## config.mk

```make
export PLATFORM = sky130hd
export DESIGN_NAME = inst_fetch
export DESIGN_NICKNAME = d
export VERILOG_FILES = /design/src/rtl/inst_fetch_pkg.sv /design/src/rtl/inst_fetch_fifo.sv /design/src/rtl/inst_fetch.sv
export SDC_FILE = /design/constraint.sdc
export NUM_CORES = 1
export LEC_CHECK = 0
export CORE_MARGIN = 2
export CORE_UTILIZATION = 36
export CTS_BUF_LIST = sky130_fd_sc_hd__clkbuf_4 sky130_fd_sc_hd__clkbuf_8
export CTS_CLUSTER_SIZE = 30
export DETAILED_ROUTE_END_ITERATION = 10
export GPL_ROUTABILITY_DRIVEN = 0
export PLACE_DENSITY = 0.6
export SYNTH_ARGS = -nofsm -noshare
export SYNTH_HDL_FRONTEND = slang
export SYNTH_HIERARCHICAL = 1
export SYNTH_SLANG_ARGS = --single-unit
```

## constraint.sdc

```tcl
create_clock -name clk -period 6 [get_ports clk]
set_input_delay 1.2 -clock clk [delete_from_list [all_inputs] [get_ports clk]]
set_output_delay 1.2 -clock clk [all_outputs]
set_load 0.005 [all_outputs]
```

## src/rtl/inst_fetch_pkg.sv

```systemverilog
// Shared types and constants for the instruction fetch unit.
package inst_fetch_pkg;

    typedef enum logic [1:0] {
        ST_RUN   = 2'b00,
        ST_HALT  = 2'b01,
        ST_FAULT = 2'b10
    } fetch_state_t;

    localparam logic [1:0] CAUSE_NONE     = 2'b00;
    localparam logic [1:0] CAUSE_RANGE    = 2'b01;
    localparam logic [1:0] CAUSE_MISALIGN = 2'b10;

    localparam int INST_BYTES = 4;

    typedef struct packed {
        logic [31:0] pc;
        logic [31:0] word;
    } fetch_entry_t;

endpackage

```

## src/rtl/inst_fetch_fifo.sv

```systemverilog
// Two-entry in-order buffer of fetched {pc, word} pairs; head is always entry 0.
module fetch_fifo
    import inst_fetch_pkg::*;
(
    input  logic         clk,
    input  logic         rst,
    input  logic         push,
    input  logic         pop,
    input  logic         flush,
    input  fetch_entry_t push_entry,
    output logic         full,
    output logic         empty,
    output fetch_entry_t head
);

    logic [1:0]   count;
    fetch_entry_t ent0;
    fetch_entry_t ent1;
    logic         do_pop;
    logic         do_push;

    assign empty   = (count == 2'd0);
    assign full    = (count == 2'd2);
    assign do_pop  = pop && !empty;
    assign do_push = push && (!full || do_pop);
    assign head    = ent0;

    always_ff @(posedge clk or posedge rst) begin
        if (rst) begin
            count <= 2'd0;
            ent0  <= '0;
            ent1  <= '0;
        end else if (flush) begin
            count <= 2'd0;
        end else begin
            case ({do_push, do_pop})
                2'b10: begin
                    if (count == 2'd0) ent0 <= push_entry;
                    else               ent1 <= push_entry;
                    count <= count + 2'd1;
                end
                2'b01: begin
                    ent0  <= ent1;
                    count <= count - 2'd1;
                end
                2'b11: begin
                    // Occupancy unchanged; the new entry lands behind whatever remains.
                    if (count == 2'd1) begin
                        ent0 <= push_entry;
                    end else begin
                        ent0 <= ent1;
                        ent1 <= push_entry;
                    end
                end
                default: ;
            endcase
        end
    end

endmodule

```

## src/rtl/inst_fetch.sv

```systemverilog
// Instruction fetch unit: combinational ROM access, 2-deep output buffer, RUN/HALT/FAULT control.
// Optional macro FETCH_MISALIGN_TRAP_EN: misaligned redirect targets fault instead of being truncated.
module inst_fetch
    import inst_fetch_pkg::*;
#(
    parameter logic [31:0] RESET_PC  = 32'h0000_0000,
    parameter int          ROM_WORDS = 1024
) (
    input  logic        clk,
    input  logic        rst,
    output logic [31:0] rom_address,
    input  logic [31:0] rom_result,
    output logic        inst_valid,
    input  logic        inst_ready,
    output logic [31:0] inst_data,
    output logic [31:0] inst_pc,
    input  logic        redirect_valid,
    input  logic [31:0] redirect_pc,
    input  logic        halt_req,
    output logic        fault,
    output logic [1:0]  fault_cause
);

    // 33 bits so a ROM filling the whole address space cannot overflow the limit.
    localparam logic [32:0] ROM_BYTES = 33'(ROM_WORDS) * 33'(INST_BYTES);

    fetch_state_t state, state_next;
    logic [31:0]  pc, pc_next;
    logic [1:0]   cause_next;
    logic         push, pop_ok, flush, full, empty, handshake;
    fetch_entry_t head;

    assign rom_address = pc;
    assign inst_valid  = !empty;
    assign inst_data   = head.word;
    assign inst_pc     = head.pc;
    assign fault       = (state == ST_FAULT);
    assign handshake   = inst_valid && inst_ready;

    always_ff @(posedge clk or posedge rst) begin
        if (rst) begin
            state       <= ST_RUN;
            pc          <= RESET_PC;
            fault_cause <= CAUSE_NONE;
        end else begin
            state       <= state_next;
            pc          <= pc_next;
            fault_cause <= cause_next;
        end
    end

    always_comb begin
        state_next = state;
        pc_next    = pc;
        cause_next = fault_cause;
        push       = 1'b0;
        pop_ok     = handshake;
        flush      = 1'b0;
        if (redirect_valid) begin
            flush  = 1'b1;
            pop_ok = 1'b0;
`ifdef FETCH_MISALIGN_TRAP_EN
            if (redirect_pc[1:0] != 2'b00) begin
                pc_next    = redirect_pc;
                state_next = ST_FAULT;
                cause_next = CAUSE_MISALIGN;
            end else begin
                pc_next    = redirect_pc;
                state_next = ST_RUN;
                cause_next = CAUSE_NONE;
            end
`else
            pc_next    = {redirect_pc[31:2], 2'b00};
            state_next = ST_RUN;
            cause_next = CAUSE_NONE;
`endif
        end else if (state == ST_RUN) begin
            if ({1'b0, pc} >= ROM_BYTES) begin
                state_next = ST_FAULT;
                cause_next = CAUSE_RANGE;
            end else begin
                if (!full || handshake) begin
                    push    = 1'b1;
                    pc_next = pc + 32'(INST_BYTES);
                end
                if (halt_req) state_next = ST_HALT;
            end
        end
    end

    fetch_fifo u_fifo (
        .clk        (clk),
        .rst        (rst),
        .push       (push),
        .pop        (pop_ok),
        .flush      (flush),
        .push_entry ('{pc: pc, word: rom_result}),
        .full       (full),
        .empty      (empty),
        .head       (head)
    );

endmodule
```

==> run summary, run 1 <==
The number of gates resized after CTS was 0. The path class of the lowest-slack min-delay path was flip-flop to flip-flop. Kind of start point of the critical path: an input pin. The instance count along the most critical hold path was 1. After synthesis, the mean cell area works out to 12.2 um^2. The synthesized design contains 163 register bits.

The die is 146 um wide. Of the available clock period, the critical path in the final layout requires 76.4%. For the final database, setup skew stands at 15.6 ps.

Register-to-register setup slack: 1660 ps. The capture endpoint of the worst hold path was u_fifo/ent1[5]. Headroom to the max-slew limit came out at 21.6%.

Row generation in the floorplan step produced 52 rows. Number of warnings issued by yosys: 6. The most used flip-flop cell after synthesis was sky130_fd_sc_hd__dfrtp_1.

In this run the static leakage power is 4.69 nW. Via count normalized by instance count: 4.93. The floorplan step defined a die boundary enclosing 21400 um^2.

The count of boundary I/O pins is 169, and the residual overflow from global routing is 0. The run finished with clean final reports. Dividing total power by cell area gives a power density of 227 nW/um^2. The signal on the critical path passes through clkdlybuf4s50_1 -> nor2b_1 -> o2111ai_2 -> nor3_1 -> nand3_4 -> mux2_1. The height of the die is 146 um, and the number of distinct library cells after synthesis is 44.

The first global-routing pass estimated 27900 um of wire. For this design, the slowest cell found on the critical path is sky130_fd_sc_hd__nand3_4. In this run the post-CTS setup repair buffer count came out at 0. At the worst endpoint, the arrival time is 4920 ps. After clock tree synthesis, the clock-pin slew on the worst setup and hold paths is 80 ps.

Counting every sink on the clock net gives 163. Derived from the worst setup path, the maximum achievable clock frequency is 0.218 GHz. The number of antenna violations at the first check in global routing came out at 0.

Once detail routing completed, the nets flagged for antenna violations numbered 0. The number of clock buffers added by TritonCTS is 17. Clock latency on the worst-skew pair, taken at its later pin, is 460 ps. The worst hold path begins at u_fifo/ent1[5].

Counting cells, the worst reg-to-reg path comes to 5. The run gives 0 as the max-cap violation count. The tools report the element type at the critical path end as a flip-flop. Of the cells placed in the final design, the portion with a size suffix greater than 1 is 15.9%. The initial cell density of the core was 36.3%; the largest net degree at the start of global routing was 129. Count of pins over their slew limit: 0.

The routed layout has 5113 vias. The logs give 6330 ps for the critical path data required time and 0 for the final count of hold timing violations. Buffers inserted to repair hold after CTS numbered 0.

After detailed routing, the number of remaining DRC violations is 0. Final core area utilization: 47.3%. The sum of buffers and inverters on the critical path was 1. The area growth from synthesis to layout is 30.2%.

The sequential share of the synthesized area was 56.0%. 0 antenna diodes ended up in the layout. The tools report the final-layout setup total negative slack as 0 ps. Cell family with the largest share of critical-path delay: simple AND/OR/NAND/NOR gates.

In this run the tool buffered the top-level ports with 163 buffer cells. Counting flops with an async set or reset pin after synthesis yields a share of 100%. The type of the worst setup path was input pin to flip-flop. At the pin with the least slew margin, the transition time is 1180 ps. The deepest clock path buffer count is 2, and the worst stage delay on the critical path is 1060 ps. The first detailed-routing pass ran for 4 iterations. The number of failing setup endpoints in the final timing report was 0. Once detailed placement completed, the half-perimeter wirelength came to 11000 um.

The via count of the first global-routing pass came out at 5331. Summing internal, switching and leakage power gives 2.15 mW. Setup repair after global routing left no endpoint under its margin.

In this run the worst path has a maximum fanout of 64. The H-tree generated during clock tree synthesis spans 4 levels. The end of the worst register-to-register path was u_fifo/ent1[6]. Source of the worst register-to-register timing path: rom_address[19]. Global routing used 16.4% of the available tracks across all layers. The tree is rooted in a sky130_fd_sc_hd__clkbuf_8. The count of routing violations after the opening detailed-route iteration is 199.

The final routed wire length divided by cell count was 16.5 um; the synthesized instance count was 599. TritonCTS built the clock tree. For this block, the routed nets add up to 17100 um of wire. The floorplan step defined a core boundary enclosing 20000 um^2. The synthesized design contains 0 enable-type register cells.

After the last flow step, the layout net total stands at 828. VDD sags by at most 0.119 mV. The smallest clock period supported by the final layout is computed as 4590 ps. Summing every instance area after synthesis gives 7280 um^2.
-- cells by family after synthesis --
logic type | count (synthesis) | share of synthesized area (%)
AO/OA/AOI/OAI | 97 | 7.73
XOR/XNOR | 1 | 0.120
adder cells (fa/ha/maj) | 5 | 0.859
buffers and inverters | 52 | 4.42
flip-flops | 163 | 56.0
multiplexers | 149 | 21.9
other | 1 | 0.0515
AND/OR/NAND/NOR | 131 | 8.90
-- power breakdown --
group          switching [mW]  internal (mW)
Sequential             0.0403           1.12
Combinational          0.0744          0.106
Clock                   0.406          0.403
Total                   0.521           1.63
-- routing by layer --
layer	up-vias	track usage, %	routed length [um]	part of all wire [%]
met2	151	27.6	8260	48
li1	2432	-	-	-
met4	0	4.03	176	1.0
met1	2515	20.0	7440	43
met3	15	6.13	1230	7.2
met5	-	0	0	0
-- final cells by class --
cell class	instances	area (um^2)
Fill cell	1904	10600
Sequential cell	163	4080
Multi-Input combinational cell	390	2930
Timing Repair Buffer	167	1670
Tap cell	270	338
Clock buffer	20	275
Clock inverter	12	128
Inverter	15	61.3
-- cell usage in the layout, fill, tap and decap left out, drive strengths merged, types with 2 or more instances in the layout --
cell type / count
a211oi: 2
a21oi: 68
nand4: 2
nand3: 10
nand2b: 2
dfrtp: 163
clkinv: 8
clkbuf: 20
mux2: 83
mux2i: 66
nor4: 9
bufinv: 2
nand2: 8
o2111a: 2
nor2: 82
inv: 16
and3: 3
o31ai: 5
o21ai: 3
a31oi: 9
clkdlybuf4s50: 163
ha: 5
or4: 9
buf: 4
conb: 7
-- synth_stat cells, types with 6 or more instances --
| cell type | n | area share (%) |
|---|---|---|
| sky130_fd_sc_hd__a21oi_1 | 67 | 4.6 |
| sky130_fd_sc_hd__a31oi_1 | 9 | 0.77 |
| sky130_fd_sc_hd__buf_2 | 8 | 0.55 |
| sky130_fd_sc_hd__buf_6 | 13 | 2.0 |
| sky130_fd_sc_hd__clkbuf_1 | 11 | 0.57 |
| sky130_fd_sc_hd__dfrtp_1 | 163 | 56 |
| sky130_fd_sc_hd__inv_1 | 14 | 0.72 |
| sky130_fd_sc_hd__mux2_2 | 78 | 12 |
| sky130_fd_sc_hd__mux2i_1 | 66 | 9.1 |
| sky130_fd_sc_hd__nand2_1 | 8 | 0.41 |
| sky130_fd_sc_hd__nand3_1 | 9 | 0.62 |
| sky130_fd_sc_hd__nor2_1 | 82 | 4.2 |
| sky130_fd_sc_hd__nor4_1 | 6 | 0.52 |
| sky130_fd_sc_hd__or4_1 | 9 | 0.93 |
-- state kept, by name (all words and copies together) (netlist names) --
register / cells
rom_address: 30
state: 2
u_fifo/count: 2
u_fifo/ent1: 64
fault_cause: 1
u_fifo/head: 64
-- worst max path at each step --
stage / from / endpoint / slack [ps] / cells after the start
after floorplan: rst / u_fifo/count[0] / 1330 / 1
after global placement: inst_ready / u_fifo/ent1[6] / 1180 / 6
after detailed placement: inst_ready / u_fifo/ent1[41] / 920 / 6
after CTS: inst_ready / u_fifo/ent1[41] / 1420 / 6
after global routing: inst_ready / u_fifo/ent1[3] / 1160 / 6
final: inst_ready / u_fifo/ent1[6] / 1410 / 6
-- worst register-to-register path, cell delays in order, from the launching register on --
cell	delay [ps]
sky130_fd_sc_hd__dfrtp_1	470
sky130_fd_sc_hd__nor4_1	450
sky130_fd_sc_hd__nand3_1	560
sky130_fd_sc_hd__nor3_1	980
sky130_fd_sc_hd__nand3_4	1060
sky130_fd_sc_hd__mux2_1	700
-- through the flow --
step	cell area, um^2	hold WS [ps]	cells	worst slack, ps
after floorplan	7300	464	605	1330
after CTS	9480	505	1037	1420
final	9480	497	1037	1410
after global routing	9480	514	1037	1160
after detailed placement	9080	485	1005	924
after global placement	9080	473	1005	1180
No activity file was read; power rests on OpenSTA's default activity.
==> run 2: changes to the inputs <==
==> constraint.sdc (replaced) <==
create_clock -name clk -period 4.5 [get_ports clk]
set_input_delay 0.9 -clock clk [delete_from_list [all_inputs] [get_ports clk]]
set_output_delay 0.9 -clock clk [all_outputs]
set_load 0.005 [all_outputs]
==> run 2 against run 1 <==
  * Final area up 0.42%
  * Sequential share of layout area down 0.18 points
  * Register-to-register slack worse by 530 ps
  * Flip-flop and latch count unchanged
  * Final cell count up 0.48%
  * Setup slack worse by 280 ps
  * Core utilization up 0.20 points
  * Combinational power up 34%
  * Global-route usage down 0.14 points
  * First-iteration DRC count up 24%
  * Die area unchanged
  * Critical path type is now flip-flop to flip-flop
  * Critical endpoint is now u_fifo/ent1[4]
  * Highest routed layer unchanged
==> run summary, run 2 (synthesis results as in run 1) <==
Number of sinks handled by clock tree synthesis: 163 (unchanged). In this design, the largest share of critical-path delay is due to simple AND/OR/NAND/NOR gates. The wire length reported by the detailed router came out at 17200 um (+0.40%).

The HPWL after detailed placement is 11600 um (+4.8%), and the max-cap violation count is 0 (unchanged). The run finished with clean final reports. The tools report the number of core rows as 52 (unchanged).

The tools report the source of the worst register-to-register timing path as rom_address[19]. TritonCTS built the clock tree. Setup repair after global routing left no endpoint under its margin.

The logs give 1130 ps (-530 ps) for the register-to-register setup slack and 27600 um (-1.2%) for the global-route wire length before repair. The run gives 0 (unchanged) as the cts-stage hold buffer count. Critical-path maximum fanout: 33 (-48%). Via count of the first global-routing pass: 5210 (-2.3%). For the arrival time of data at the critical path endpoint, the log shows 3690 ps (-1230 ps).

The run gives 20000 um^2 (unchanged) as the total core area. The clock slew seen by the registers of the worst setup and hold paths is 80 ps (about the same). The run gives 0.187 mV (+57%) as the peak supply drop.

For the final count of hold timing violations, the log shows 0 (unchanged). STA classifies the critical path endpoint as a flip-flop. In the layout the commonest cells are sky130_fd_sc_hd__dfrtp_1 (163), sky130_fd_sc_hd__clkdlybuf4s50_1 (163), sky130_fd_sc_hd__nor2_1 (82), sky130_fd_sc_hd__mux2_2 (78), sky130_fd_sc_hd__a21oi_1 (67).

The tools report the number of antenna violations at the first check in global routing as 0 (unchanged). The critical path data required time is 4820 ps (-1510 ps), and the fraction of the cycle the final worst path needs is 74.8%. The total global-route track usage came out at 16.2% (-0.14 points).

Number of fillers in the final layout: 1857 (-2.5%). The tools report the number of gates resized after CTS as 0 (unchanged). The largest net degree at the start of global routing was 129 (unchanged); the source-to-sink clock delay at the later pin of the worst-skew pair was 440 ps (-20 ps). The final routed wire length divided by cell count is 16.5 um (about the same). The power density normalized to cell area works out to 295 nW/um^2 (+30%). The run gives 4.71 nW (+0.42%) as the standby leakage power. The most used cell along the critical path was sky130_fd_sc_hd__buf_4. The instance count along the most critical hold path came out at 1 (unchanged). The setup path with the least slack is of type flip-flop to flip-flop. The area growth from synthesis to layout is 30.8%.

The logs give 0.297 GHz for the achievable frequency and 17 (unchanged) for the number of buffers inserted during clock tree synthesis. The layout net count is 834 (+0.72%), and the number of nets still failing antenna checks after routing is 0 (unchanged). The final-layout setup total negative slack came out at 0 ps (unchanged). Transition time at the pin with the least slew margin: 723 ps (-453 ps). The count of pins over their slew limit is 0 (unchanged), and the share of final-layout standard cells stronger than drive strength 1 is 16.5% (+0.54 points). The run gives 36.3% (unchanged) as the initial cell density of the core. The count of routing violations after the opening detailed-route iteration came out at 246 (+24%).

The worst hold path terminates at u_fifo/ent1[3]. The logs give 4 (unchanged) for the iteration count of the initial detailed-routing pass and 4 (unchanged) for the H-tree depth. The run gives 169 (unchanged) as the count of boundary I/O pins. The number of port buffers came out at 163 (unchanged). The die boundary width works out to 146 um (unchanged). The total power is 2.81 mW (+31%), and the height of the die is 146 um (unchanged).

The tools report the deepest clock path buffer count as 2 (unchanged). The antenna diode count came out at 0 (unchanged). Flip-flop and latch area: 4080 um^2 (unchanged). The tools report the final worst clock skew as 13.3 ps (-2.24 ps). Number of post-CTS setup repair buffers: 0 (unchanged). The endpoint identified for the worst register-to-register timing path is u_fifo/ent1[4]. The signal on the critical path passes through nor4_1 -> nand3_1 -> nor3_1 -> buf_4 -> nand3_4 -> buf_4 -> mux2_1.

Highest-delay cell along the critical path: sky130_fd_sc_hd__nand3_1. The area used by multi-input combinational logic is 2930 um^2 (unchanged), and the post-detailed-route DRC marker count is 0 (unchanged). For the residual overflow from global routing, the log shows 0 (unchanged).

Cell depth of the worst setup path: 7 (+1). Path class of the lowest-slack min-delay path: flip-flop to flip-flop. The sum of buffers and inverters on the critical path came out at 2 (+1). The via count normalized by instance count works out to 4.91 (-0.44%). The worst stage delay on the critical path is 570 ps (-490 ps). The kind of start point of the critical path is a flip-flop. The length in cells of the worst reg-to-reg path was 7 (+2). For the number of failing setup endpoints in the final timing report, the log shows 0 (unchanged). The worst relative slew slack was 51.8% (+30 points); the routed via count was 5115 (+0.039%). The minimum clock period after layout is 3370 ps.

For the full die area, the log shows 21400 um^2 (unchanged). The worst hold path begins at u_fifo/ent1[3]. The root buffer selected by CTS was sky130_fd_sc_hd__clkbuf_8.
==> run 2: changes by cell type in the layout (fill, tap and decap cells not counted), sizes merged <==
cell and delta:
bufinv -1, clkinv -1, clkinvlp +1, buf +6
==> run 2: worst max path at each step <==
stage,start,to
after global placement,inst_ready,u_fifo/ent1[3]
after detailed placement,inst_ready,u_fifo/ent1[3]
after CTS,rom_address[19],u_fifo/ent1[3]
final,rom_address[19],u_fifo/ent1[4]
after global routing,rom_address[19],u_fifo/ent1[4]
after floorplan,rst,u_fifo/count[0]
==> run 2: layout make-up <==
cell class,instances,area share (%)
Timing Repair Buffer,173,18.3
Sequential cell,163,42.8
Tap cell,270,3.55
Inverter,15,0.644
Multi-Input combinational cell,390,30.7
Clock buffer,20,2.83
Clock inverter,11,1.09
==> run 2: through the flow <==
step | setup WS [ps] | utilization (%) | area [um^2] | hold slack [ps] | std cells
2_1_floorplan | 131 | - | 7300 | 464 | 605
5_1_grt | 743 | 47.5 | 9520 | 517 | 1042
6_report | 1130 | 47.5 | 9520 | 501 | 1042
4_1_cts | 1050 | 47.5 | 9520 | 504 | 1042
3_3_place_gp | 777 | 45.7 | 9150 | 474 | 1011
3_5_place_dp | 703 | 45.7 | 9150 | 485 | 1011
==> run 2: routing by layer <==
layer / part of all wire (%) / GRT usage [%] / vias up
li1: - / - / 2446
met1: 44 / 20.4 / 2516
met2: 48 / 26.6 / 139
met3: 7.0 / 6.03 / 14
met4: 1.0 / 4.47 / 0
met5: 0 / 0 / -
==> run 2: where the power goes <==
group	total [mW]	leakage [nW]	switching [mW]	internal, mW
clock network	1.02	0.189	0.547	0.473
logic	0.242	2.32	0.0997	0.142
registers	1.54	2.20	0.0536	1.49
total	2.81	4.71	0.700	2.11
